### src/rtl/fifo_mc_pkg.sv
// rtl/fifo_mc_pkg.sv - shared types, width helpers and legal runtime ranges for fifo_mc_with_sig
package fifo_mc_pkg;

  localparam int SIG_DEPTH_MIN  = 2;
  localparam int SIG_DEPTH_MAX  = 8;
  localparam int SIG_WIDTH_MIN  = 8;
  localparam int SIG_WIDTH_MAX  = 11;
  localparam int SIG_NUM_CH_MIN = 1;

  // Wide enough for any channel index or channel count this block will see.
  typedef logic [7:0] ch_idx_t;

  function automatic int ptr_w(input int depth);
    return (depth > 1) ? $clog2(depth) : 1;
  endfunction

  function automatic int cnt_w(input int depth);
    return $clog2(depth) + 1;
  endfunction

  function automatic int ch_w(input int num_ch);
    return (num_ch > 1) ? $clog2(num_ch) : 1;
  endfunction

  function automatic int wrap_inc(input int ptr, input int depth);
    return (ptr + 1 == depth) ? 0 : ptr + 1;
  endfunction

endpackage

### src/rtl/fifo_mc_ch_ctrl.sv
// rtl/fifo_mc_ch_ctrl.sv - per-channel pointers, occupancy, status and sticky error flags
module fifo_mc_ch_ctrl
  import fifo_mc_pkg::*;
#(
  parameter int PW = 3,
  parameter int CW = 4
) (
  input  logic          i_clk,
  input  logic          i_rstn,
  input  logic          i_push_sel,
  input  logic          i_pop_sel,
  input  logic          i_err_clr,
  input  logic [3:0]    i_depth,
  input  logic [3:0]    i_af_level,
  output logic [PW-1:0] o_wptr,
  output logic [PW-1:0] o_rptr,
  output logic [CW-1:0] o_count,
  output logic          o_empty,
  output logic          o_full,
  output logic          o_afull,
  output logic          o_push_acc,
  output logic          o_pop_acc,
  output logic          o_ovf,
  output logic          o_udf
);

  logic [PW-1:0] r_wptr, r_rptr;
  logic [CW-1:0] r_count, w_count_nxt;
  logic          r_empty, r_full, r_afull, r_ovf, r_udf;
  logic          w_push_acc, w_pop_acc;

  // A full channel still takes a push when the same cycle frees a slot.
  assign w_pop_acc  = i_pop_sel && !r_empty;
  assign w_push_acc = i_push_sel && (!r_full || w_pop_acc);

  always_comb begin
    w_count_nxt = r_count;
    case ({w_push_acc, w_pop_acc})
      2'b10:   w_count_nxt = r_count + 1'b1;
      2'b01:   w_count_nxt = r_count - 1'b1;
      default: w_count_nxt = r_count;
    endcase
  end

  always_ff @(posedge i_clk) begin
    if (!i_rstn) begin
      r_wptr  <= '0;
      r_rptr  <= '0;
      r_count <= '0;
      r_empty <= 1'b1;
      r_full  <= 1'b0;
      r_afull <= 1'b0;
      r_ovf   <= 1'b0;
      r_udf   <= 1'b0;
    end else begin
      if (w_push_acc) r_wptr <= PW'(wrap_inc(int'(r_wptr), int'(i_depth)));
      if (w_pop_acc)  r_rptr <= PW'(wrap_inc(int'(r_rptr), int'(i_depth)));
      r_count <= w_count_nxt;
      r_empty <= (w_count_nxt == '0);
      r_full  <= (32'(w_count_nxt) == 32'(i_depth));
      r_afull <= (32'(w_count_nxt) >= 32'(i_af_level));
      // A fresh error outranks a same-cycle clear.
      if (i_push_sel && !w_push_acc) r_ovf <= 1'b1;
      else if (i_err_clr)            r_ovf <= 1'b0;
      if (i_pop_sel && !w_pop_acc)   r_udf <= 1'b1;
      else if (i_err_clr)            r_udf <= 1'b0;
    end
  end

  assign o_wptr     = r_wptr;
  assign o_rptr     = r_rptr;
  assign o_count    = r_count;
  assign o_empty    = r_empty;
  assign o_full     = r_full;
  assign o_afull    = r_afull;
  assign o_push_acc = w_push_acc;
  assign o_pop_acc  = w_pop_acc;
  assign o_ovf      = r_ovf;
  assign o_udf      = r_udf;

endmodule

### src/rtl/fifo_mc_with_sig.sv
// rtl/fifo_mc_with_sig.sv - multi-channel runtime-configurable FIFO with shared flat storage
module fifo_mc_with_sig
  import fifo_mc_pkg::*;
#(
  parameter int max_FIFO_DEPTH = 8,
  parameter int max_FIFO_WIDTH = 11,
  parameter int max_NUM_CH     = 4,
  localparam int CHW = ch_w(max_NUM_CH),
  localparam int PW  = ptr_w(max_FIFO_DEPTH),
  localparam int CW  = cnt_w(max_FIFO_DEPTH),
  localparam int NW  = $clog2(max_NUM_CH) + 1
) (
  input  logic                     clk,
  input  logic                     rstn,
  input  logic                     push,
  input  logic [CHW-1:0]           push_ch,
  input  logic [max_FIFO_WIDTH-1:0] push_data,
  input  logic                     pop,
  input  logic [CHW-1:0]           pop_ch,
  output logic [max_FIFO_WIDTH-1:0] pop_data,
  output logic                     pop_valid,
  output logic [max_NUM_CH-1:0]    empty,
  output logic [max_NUM_CH-1:0]    full,
  output logic [max_NUM_CH-1:0]    afull,
  output logic [max_NUM_CH*CW-1:0] count,
  output logic [max_NUM_CH-1:0]    ovf,
  output logic [max_NUM_CH-1:0]    udf,
  output logic                     bad_ch,
  input  logic                     err_clr,
  input  logic [3:0]               sig_FIFO_DEPTH,
  input  logic [3:0]               sig_FIFO_WIDTH,
  input  logic [NW-1:0]            sig_NUM_CH,
  input  logic [3:0]               sig_AF_LEVEL
);

  logic [max_FIFO_WIDTH-1:0] r_mem [max_NUM_CH*max_FIFO_DEPTH];
  logic [max_FIFO_WIDTH-1:0] r_pop_data, w_mask;
  logic                      r_pop_valid, r_bad_ch;
  logic [PW-1:0]             w_wptr [max_NUM_CH];
  logic [PW-1:0]             w_rptr [max_NUM_CH];
  logic [max_NUM_CH-1:0]     w_push_acc, w_pop_acc;
  logic                      w_push_act, w_pop_act, w_bad_evt;
  logic [CHW+PW-1:0]         w_wr_addr, w_rd_addr;

  assign w_push_act = ch_idx_t'(push_ch) < ch_idx_t'(sig_NUM_CH);
  assign w_pop_act  = ch_idx_t'(pop_ch) < ch_idx_t'(sig_NUM_CH);
  assign w_bad_evt  = (push && !w_push_act) || (pop && !w_pop_act);

  for (genvar c = 0; c < max_NUM_CH; c++) begin : g_ch
    fifo_mc_ch_ctrl #(.PW(PW), .CW(CW)) u_ctrl (
      .i_clk      (clk),
      .i_rstn     (rstn),
      .i_push_sel (push && w_push_act && (push_ch == CHW'(c))),
      .i_pop_sel  (pop && w_pop_act && (pop_ch == CHW'(c))),
      .i_err_clr  (err_clr),
      .i_depth    (sig_FIFO_DEPTH),
      .i_af_level (sig_AF_LEVEL),
      .o_wptr     (w_wptr[c]),
      .o_rptr     (w_rptr[c]),
      .o_count    (count[c*CW +: CW]),
      .o_empty    (empty[c]),
      .o_full     (full[c]),
      .o_afull    (afull[c]),
      .o_push_acc (w_push_acc[c]),
      .o_pop_acc  (w_pop_acc[c]),
      .o_ovf      (ovf[c]),
      .o_udf      (udf[c])
    );
  end

  always_comb begin
    w_mask = '0;
    for (int i = 0; i < max_FIFO_WIDTH; i++) w_mask[i] = (i < int'(sig_FIFO_WIDTH));
  end

  assign w_wr_addr = {push_ch, w_wptr[push_ch]};
  assign w_rd_addr = {pop_ch, w_rptr[pop_ch]};

  // Storage is never read before it is written, so it carries no reset.
  always_ff @(posedge clk) begin
    if (|w_push_acc) r_mem[w_wr_addr] <= push_data & w_mask;
  end

  always_ff @(posedge clk) begin
    if (!rstn) begin
      r_pop_valid <= 1'b0;
      r_pop_data  <= '0;
      r_bad_ch    <= 1'b0;
    end else begin
      r_pop_valid <= |w_pop_acc;
      if (|w_pop_acc) r_pop_data <= r_mem[w_rd_addr];
      if (w_bad_evt)    r_bad_ch <= 1'b1;
      else if (err_clr) r_bad_ch <= 1'b0;
    end
  end

  assign pop_data  = r_pop_data;
  assign pop_valid = r_pop_valid;
  assign bad_ch    = r_bad_ch;

endmodule

### config.mk
export PLATFORM = sky130hd
export DESIGN_NAME = fifo_mc_with_sig
export DESIGN_NICKNAME = d
export VERILOG_FILES = /design/src/rtl/fifo_mc_pkg.sv /design/src/rtl/fifo_mc_ch_ctrl.sv /design/src/rtl/fifo_mc_with_sig.sv
export SDC_FILE = /design/constraint.sdc
export NUM_CORES = 1
export LEC_CHECK = 0
export CAP_MARGIN = 5
export CORE_UTILIZATION = 55
export CTS_CLUSTER_SIZE = 12
export DETAILED_ROUTE_END_ITERATION = 16
export GPL_ROUTABILITY_DRIVEN = 0
export GPL_TIMING_DRIVEN = 0
export PLACE_DENSITY = 0.74
export SETUP_SLACK_MARGIN = 0.1
export SYNTH_ARGS = -nofsm -noshare
export SYNTH_HDL_FRONTEND = slang
export SYNTH_SLANG_ARGS = --single-unit
### constraint.sdc
create_clock -name clk -period 12.7 [get_ports clk]
set_clock_uncertainty 0.15 [all_clocks]
set_input_delay 2.54 -clock clk [delete_from_list [all_inputs] [get_ports clk]]
set_output_delay 2.54 -clock clk [all_outputs]
set_load 0.005 [all_outputs]
==> impl_results.md <==
- Die height: 187 um
- GRT overflow: 0
- Setup TNS Final: 0 ps
- # H-tree levels: 2
- Layout fillers: 2463
- Setup Fix Bufs, Post-CTS: 0
- Lkg Pwr: 7.58 nW
- CTS Hold Bufs: 0
- Netlist cell types: 71
- Cell count after synthesis: 1366
- Reg clk slew, reported paths: 60 ps
- Critical setup path kind: input pin to flop
- Die width: 187 um
- I/O pins: 84
- Hold Path Class: flop to flop
- Main synth FF type: edfxtp_1
- Startpoint Class: input pin
- #FFs+latches synth: 425
- Vias/cell: 6.09
- Setup ws final: 5740 ps
- Max Cap Viol: 0
- CTS Buffer Depth: 3
- Setup crit end kind: flop
- # diodes: 0
- I/O Buffers: 79
- Sequential-to-total area share from yosys stat: 63.9%
- DRT antenna net count: 0
- Max-slew headroom at the worst pin: 14.3%
- Number of flops mapped to enable cells by yosys: 352
- Share of cells above drive strength 1: 15.2%
- Largest net degree at the start of global routing: 33
- Die Area: 35000 um2
- Power consumption: 2.94 mW
- Setup-failing EPs final: 0
- P per Cell Area: 134 nW/um2
- Unrepaired setup endpoints after global routing: no
- Starting Density: 56.0%
- Most frequent cells in the layout: edfxtp_1, mux2i_1, nand2_1, clkdlybuf4s50_1, dfxtp_1
- Drt pass-1 iters: 5
- CTS resizes: 0
- Clock sink total: 425
- First-pass GRT wire length: 70.3 mm
- Synth warnings: 0
- Worst Path Required: 12950 ps
- Peak supply drop: 0.0906 mV
- Area grow syn2layout: 16.7%
- Net Count, Synth: 1439
- WL/cell: 23.3 um
- Syn avg cell area: 13.8 um2
- Max FO, Critical Path: 9
- Post-Syn Area: 18800 um2
- Final hold vios: 0
- FMAX: 0.144 GHz
- FP Rows: 67
- Vias in the first global route: 11983
- Tightest Pin Transition: 1280 ps
- Core Area: 33600 um2
- Pre-CTS WS: 5130 ps
- Final net count: 1585
- Gr usage total: 26.5%
- Status: finished, final reports clean
- Worst EP arrival: 7210 ps
- Multi-input gate area: 6320 um2
- Post-layout min period: 6960 ps
- Routed wire length: 46.4 mm
- Post-synthesis async set-or-reset flop share: 0%
- HPWL after detailed placement: 32.3 mm
- Vias: 12129
- CTS tree: yes
- Tcrit/Tclk final: 54.8%
- Initial antenna violation count: 0
- Max Slew Vio Count: 0
- Register Area: 12000 um2
- Drt initial violations: 980
- CTS Buf Count: 44
- Root Driver: clkbuf_16
- Clk Latency, worst-skew pair: 540 ps
- Most common cell after layout, fill and taps aside: edfxtp_1
- DRC viols: 0
[final cells by class]
type                            count  area share [%]
Buffer                             97            2.47
Inverter                           24           0.410
Multi-Input combinational cell    820            28.8
Sequential cell                   425            54.8
Clock buffer                       68            5.66
Tap cell                          448            2.55
Clock inverter                     10           0.604
Timing Repair Buffer              100            4.71
[logic make-up after synthesis]
| kind of cell | share of synthesized area (%) |
|---|---|
| adders and majority gates | 2.53 |
| xor gates and xnor gates | 2.75 |
| and+or+nand+nor | 8.02 |
| DFF | 63.9 |
| buffers and inverters | 3.36 |
| muxes | 8.84 |
| AOI/OAI and AO/OA | 10.6 |
[through the flow]
| stage | util, % | cells | hold WS, ps | area [um2] |
|---|---|---|---|---|
| 2_1_floorplan | - | 1366 | 305 | 18800 |
| 3_3_place_gp | 60.0 | 1893 | 321 | 20200 |
| 3_5_place_dp | 61.1 | 1911 | 337 | 20500 |
| 4_1_cts | 65.2 | 1989 | 353 | 21900 |
| 5_1_grt | 65.3 | 1992 | 373 | 22000 |
| 6_report | 65.3 | 1992 | 354 | 22000 |
[power breakdown]
group	internal (mW)	total, mW	switching (mW)
registers	1.52	1.53	0.00916
logic	0.0631	0.165	0.102
clock network	0.734	1.24	0.511
total	2.32	2.94	0.622
[flip-flops by register name, indices dropped and copies added, names as in the netlist]
name / count
g_ch.u_ctrl.o_count: 16
pop_data: 11
pop_valid: 1
r_mem: 352
bad_ch: 1
g_ch.u_ctrl.o_afull: 4
g_ch.u_ctrl.o_empty: 4
g_ch.u_ctrl.o_wptr: 12
g_ch.u_ctrl.o_full: 4
g_ch.u_ctrl.o_udf: 4
g_ch.u_ctrl.o_rptr: 12
g_ch.u_ctrl.o_ovf: 4
[Yosys cell counts, drive strengths merged (15+ instances only)]
library cell  count  area, um2
nand2b           19        126
a221oi           23        201
a21oi            62        322
o21ai            42        210
buf              63        414
mux2             37        417
nor3             32        160
nor2             59        221
mux2i           111       1110
dfxtp            73       1460
ha               38        475
a32oi            15        131
clkbuf           34        129
nand2            85        319
edfxtp          352      10600
and2             17        108
inv              23       86.3
xnor2            21        184
a211oi           28        228
xor2             38        333
nor2b            30        188
[worst max-delay path, stage by stage]
cell and delay (ps):
clkdlybuf4s50_1 450, inv_1 50, ha_1 300, a21oi_4 250, o2111ai_1 490, a21oi_1 940
inv_1 160, ha_1 320, xor2_1 190, ha_1 180, a21oi_1 140, xor2_1 160
nor2_1 60, xor2_1 300, ha_1 300, a21o_1 160, a21oi_1 140, nor2_1 60
[routing by layer]
metal	vias up	track usage, %	routed length (um)	part of all wire [%]
li1	5507	-	-	-
met1	6088	35.3	18900	41
met2	442	44.3	22900	49
met3	92	3.94	3030	6.5
met4	0	9.96	1550	3.3
met5	-	0	0	0
[worst paths after layout]
path | startpoint | endpoint | slack, ps | depth (start not counted)
worst min-delay path | g_ch[0].u_ctrl.o_udf | g_ch[0].u_ctrl.o_udf | 350 | 2
worst max register to register | g_ch[2].u_ctrl.o_empty | g_ch[2].u_ctrl.o_afull | 8420 | 15
worst min register to register | g_ch[0].u_ctrl.o_udf | g_ch[0].u_ctrl.o_udf | 350 | 2
worst max-delay path | sig_NUM_CH[1] | g_ch[2].u_ctrl.o_afull | 5740 | 18
Power figures use the tool's default switching activity.
